### config.mk
export PLATFORM = sky130hd
export DESIGN_NAME = seq_divider
export DESIGN_NICKNAME = d
export VERILOG_FILES = /design/src/rtl/seq_divider.sv
export SDC_FILE = /design/constraint.sdc
export NUM_CORES = 1
export LEC_CHECK = 0
export CAP_MARGIN = 15
export CORE_AREA = 5 5 187 189
export DETAILED_ROUTE_END_ITERATION = 8
export DIE_AREA = 0 0 192 194
export GPL_TIMING_DRIVEN = 0
export MAX_ROUTING_LAYER = met4
export SYNTH_ARGS = -nofsm -noshare
export SYNTH_HDL_FRONTEND = slang
export SYNTH_SLANG_ARGS = --single-unit
### constraint.sdc
create_clock -name clk -period 5.7 [get_ports clk]
set_clock_uncertainty 0.05 [all_clocks]
set_input_delay 0.57 -clock clk [delete_from_list [all_inputs] [get_ports clk]]
set_output_delay 0.57 -clock clk [all_outputs]
set_load 0.03 [all_outputs]
### src/rtl/seq_divider.sv
// Iterative restoring divider for RV32M DIV/DIVU/REM/REMU, one quotient bit per clock.
// Ports: clk, rst (sync, active-high), start/op/a/b request, flush cancel, busy/done/result response.
module seq_divider #(
    parameter int XLEN  = 32,
    parameter int CNT_W = 6
) (
    input  logic            clk,
    input  logic            rst,
    input  logic            start,
    input  logic [1:0]      op,
    input  logic [XLEN-1:0] a,
    input  logic [XLEN-1:0] b,
    input  logic            flush,
    output logic            busy,
    output logic            done,
    output logic [XLEN-1:0] result
);

    typedef enum logic [1:0] {
        IDLE,
        CALC,
        FIN
    } state_t;

    localparam logic [XLEN-1:0] MIN_NEG = {1'b1, {(XLEN-1){1'b0}}};

    state_t state;
    state_t state_nx;

    // Operation attributes kept for the sign fix-up at the end
    logic rem_op;
    logic neg_q;
    logic neg_r;

    // Datapath registers
    logic [XLEN-1:0]  dvd;
    logic [XLEN-1:0]  dsr;
    logic [XLEN-1:0]  rem;
    logic [CNT_W-1:0] cnt;
    logic [XLEN-1:0]  res_q;
    logic [XLEN-1:0]  result_r;

    // Request decode
    logic            is_rem;
    logic            is_uns;
    logic            accept;
    logic            div_zero;
    logic            ovf;
    logic            special;
    logic [XLEN-1:0] special_val;
    logic            a_neg;
    logic            b_neg;
    logic [XLEN-1:0] a_mag;
    logic [XLEN-1:0] b_mag;

    assign is_rem   = op[1];
    assign is_uns   = op[0];
    assign accept   = (state == IDLE) && start && !flush;
    assign div_zero = (b == '0);
    assign ovf      = !is_uns && (a == MIN_NEG) && (b == '1);
    assign special  = div_zero || ovf;
    assign a_neg    = !is_uns && a[XLEN-1];
    assign b_neg    = !is_uns && b[XLEN-1];
    assign a_mag    = a_neg ? -a : a;
    assign b_mag    = b_neg ? -b : b;

    always_comb begin
        special_val = '0;
        unique case (1'b1)
            div_zero: special_val = is_rem ? a : '1;
            ovf:      special_val = is_rem ? '0 : MIN_NEG;
            default:  special_val = '0;
        endcase
    end

    // One restoring step: shift in the next dividend bit, try to subtract.
    // The top remainder bit is always zero before a step, so dropping it is safe.
    logic [XLEN-1:0] shifted;
    logic [XLEN:0]   trial;
    logic            qbit;
    logic [XLEN-1:0] rem_nx;
    logic [XLEN-1:0] dvd_nx;
    logic            last;
    logic [XLEN-1:0] fin_q;
    logic [XLEN-1:0] fin_r;
    logic [XLEN-1:0] fin_val;

    assign shifted = {rem[XLEN-2:0], dvd[XLEN-1]};
    assign trial   = {1'b0, shifted} - {1'b0, dsr};
    assign qbit    = ~trial[XLEN];
    assign rem_nx  = qbit ? trial[XLEN-1:0] : shifted;
    assign dvd_nx  = {dvd[XLEN-2:0], qbit};
    assign last    = (cnt == CNT_W'(1));
    assign fin_q   = neg_q ? -dvd_nx : dvd_nx;
    assign fin_r   = neg_r ? -rem_nx : rem_nx;
    assign fin_val = rem_op ? fin_r : fin_q;

    // State register
    always_ff @(posedge clk) begin
        if (rst) begin
            state <= IDLE;
        end else begin
            state <= state_nx;
        end
    end

    // Next state and handshake outputs
    always_comb begin
        state_nx = state;
        busy     = 1'b0;
        done     = 1'b0;
        case (state)
            IDLE: begin
                if (accept) begin
                    state_nx = special ? FIN : CALC;
                end
            end
            CALC: begin
                busy = 1'b1;
                if (flush) begin
                    state_nx = IDLE;
                end else if (last) begin
                    state_nx = FIN;
                end
            end
            FIN: begin
                busy     = 1'b1;
                done     = !flush;
                state_nx = IDLE;
            end
            default: state_nx = IDLE;
        endcase
    end

    // Datapath
    always_ff @(posedge clk) begin
        if (rst) begin
            rem_op   <= 1'b0;
            neg_q    <= 1'b0;
            neg_r    <= 1'b0;
            dvd      <= '0;
            dsr      <= '0;
            rem      <= '0;
            cnt      <= '0;
            res_q    <= '0;
            result_r <= '0;
        end else begin
            case (state)
                IDLE: begin
                    if (accept) begin
                        rem_op <= is_rem;
                        neg_q  <= a_neg ^ b_neg;
                        neg_r  <= a_neg;
                        if (special) begin
                            res_q <= special_val;
                        end else begin
                            dvd <= a_mag;
                            dsr <= b_mag;
                            rem <= '0;
                            cnt <= CNT_W'(XLEN);
                        end
                    end
                end
                CALC: begin
                    if (!flush) begin
                        rem <= rem_nx;
                        dvd <= dvd_nx;
                        cnt <= cnt - CNT_W'(1);
                        if (last) begin
                            res_q <= fin_val;
                        end
                    end
                end
                FIN: begin
                    // A flushed FIN leaves the previously committed result
                    if (!flush) begin
                        result_r <= res_q;
                    end
                end
                default: ;
            endcase
        end
    end

    // The new value is visible during FIN itself, then held in result_r
    assign result = (state == FIN && !flush) ? res_q : result_r;

endmodule

==> flow_summary.ini <==
[global_routing]
grt_usage_pct = 29.6
antenna_found_initial = 1
grt_pass1_wl_mm = 82.9
grt_max_degree = 20
grt.overflow.total = 0
grt_pass1_vias = 13200

[synth]
yosysTopAreaCellShare_pct = 26.0
synth_edf_count = 0
yosysWarnings = 0
async_flop_share_pct = 0
syn_area_um2 = 13100
syn_avg_cell_area_um2 = 7.31
synth.most_common_cell = nand2_1
ys_seq_area_share_pct = 26.0
syn-instance-count = 1789
syn_nets = 1902
synthTopCellsByArea = dfxtp_1, nand2_1, a21oi_1, nor2_1, xnor2_1
synth_area_leader_cell = dfxtp_1
ys.flop_type = dfxtp_1
netlist_top_cells_count = nand2_1, nor2_1, dfxtp_1, a21oi_1, o21ai_0
synth-seq-cells = 170
synth_cell_types = 77

[floorplanning]
die-area_um2 = 37200
io_pins = 104
core_um2 = 33100
start_util_pct = 39.5
die_h_um = 194
placementRows = 67
die_width_um = 192

[detailed_routing]
post_drt_wl_per_cell_um = 22.9
drtIter0Drc = 1521
wirelength_mm = 54.4
antenna_left = 0
viasPerCell = 5.99
route.detailed.drc = 0
first_pass_iters = 5
vias = 14200

[sta]
report.final.slew_viol_count = 0
grt_setup_unrepaired = no
slew_headroom_pct = 20.5
hold_viol_final = 0
worst_pin_slew_ns = 1.18
max_freq_mhz = 181
finalCriticalPeriod_ns = 5.51
min_period_over_period_pct = 96.7
setup_violations = 0
tns_ns = 0

[placed_design]
io_buffer_count = 101
gp_congestion = 0.999
dpl.hpwl_mm = 43.5

[cts]
clkLatencyLatePin_ns = 0.46
hold_buffers = 0
clock_path_buffers = 2
cts.sinks = 170
cts-htree-levels = 4
clkSlewWorstSetupHoldPaths_ns = 0.08
cts_tree = done
cts_buffers = 17
cts_root_buf = clkbuf_16

[critical_path]
worstSetupPathType = flip-flop to flip-flop
crit_path_start_kind = flip-flop
critical_path_arrival_ns = 5.83
critPathMaxFanout = 10
critical_path_required_ns = 6.01
end_kind = flip-flop

[finish]
nets = 2028
antenna_cells = 0
syn_to_final_growth_pct = 17.8
drive_above_1_share_pct = 7.37

[power]
power.net_switching_mw = 2.54
p_per_area_nw_per_um2 = 349
max-vdd-ir-drop_v = 0.000255
p_comb_share_pct = 49.1
swShare_pct = 47.2
p_int_mw = 2.84
clockPowerShare_pct = 23.5
power_mw = 5.38
leakage_nw = 5.56
p_seq_share_pct = 27.4

[worst_hold_path]
hold_path_class = flip-flop to flip-flop

[run_status]
outcome = complete, no violations

[job]
drv_cap = 0
stage by stage:
stage               instances  hold slack (ns)  setup slack, ns  util, %  instance area (µm²)
finish                   2376            0.427            0.189     46.5                15400
detailed placement       2338            0.411            -1.11     44.3                14700
floorplan                1789            0.378            0.827        -                13100
CTS                      2371            0.428          0.00322     46.3                15300
global placement         2338            0.399            -1.11     44.3                14700
global route             2376            0.449          0.00597     46.5                15400
routing by layer:
metal  wire length, µm  vias up  GRT usage, %  share of wire [%]
met4              1060        0          6.92                2.0
met1             26100     6856          44.5                 48
met2             23100      591          41.7                 42
met3              4200       54          4.45                7.7
met5                 0        -             -                  0
li1                  -     6722             -                  -
power by group through the flow:
stage / Clock (mW) / Sequential (mW) / Combinational (mW)
after global placement: 0 / 1.49 / 2.49
after global routing: 1.31 / 1.49 / 2.85
after CTS: 1.28 / 1.47 / 2.54
after detailed placement: 0 / 1.50 / 2.51
after floorplan: 0 / 1.44 / 1.69
final: 1.26 / 1.47 / 2.64
cell families (layout without fill, tap and decap cells):
kind of cell	count (synthesis)	after routing	synth area share, %
XOR/XNOR	120	120	8.03
adder cells (fa/ha/maj)	43	43	4.17
AND/OR/NAND/NOR	686	686	24.5
buffers and inverters	171	310	5.19
flip-flops	170	170	26.0
multiplexers	58	58	4.79
AO/OA/AOI/OAI	541	541	27.3
flip-flops by register name (all words and copies together), names as in the netlist:
| register | flops |
|---|---|
| rem | 31 |
| rem_op | 1 |
| dsr | 32 |
| cnt | 6 |
| neg_q | 1 |
| state | 2 |
| dvd | 32 |
| neg_r | 1 |
| result_r | 32 |
| res_q | 32 |
cell type report:
type                       instances  area (µm²)
timing repair buffer             109        1070
clock buffer                      19         453
buffer                           111         479
inverter                          58         220
sequential                       170        3400
fill                            3447       17700
multi-input combinational       1448        9050
tap                              448         561
clock inverter                    13         170
final timing paths:
check | from | end | slack, ns | cells after the start
setup / recovery | dvd[31] | res_q[20] | 0.19 | 21
hold / removal | res_q[9] | res_q[9] | 0.43 | 2
setup reg to reg | dvd[31] | res_q[20] | 0.19 | 21
hold reg to reg | res_q[9] | res_q[9] | 0.43 | 2
worst max-delay path, stage by stage, from the launching register on:
cell and delay (ns):
dfxtp_1 0.39, inv_1 0.11, ha_1 0.23, fa_1 0.42, nor2b_2 0.23, o31ai_4 0.11, a311oi_4 0.35, a21oi_4 0.11
o21ai_4 0.25, buf_4 0.27, clkbuf_4 0.26, buf_4 0.28, mux2_2 0.26, ha_1 0.23, nand3b_1 0.12, a211oi_2 0.32
a41oi_4 0.10, a211oi_4 0.39, a21o_1 0.17, mux2i_1 0.28, o211ai_1 0.15, a311oi_1 0.31
cell usage in the layout, fill, tap and decap left out, drive strengths merged, types with 22 or more instances in the layout:
cell type / Yosys / final
nor2b: 41 / 41
ha: 42 / 42
buf: 36 / 42
xnor2: 74 / 74
dfxtp: 170 / 170
nand2: 220 / 220
clkbuf: 77 / 96
xor2: 46 / 46
nor3: 68 / 68
o211ai: 35 / 35
or3: 30 / 30
o31ai: 22 / 22
nand3: 38 / 38
a21oi: 156 / 156
o21ai: 122 / 122
clkdlybuf4s50: 0 / 101
nor2: 189 / 189
inv: 57 / 65
a211oi: 49 / 49
mux2: 37 / 37
what timing repair did:
item	4_1_cts	5_1_grt
gates cloned	0	0
setup endpoints to repair	16	12
pin swaps	2	3
gates resized for setup	13	8
setup buffers	2	6
Note: power is estimated with default switching activity, not from simulation.
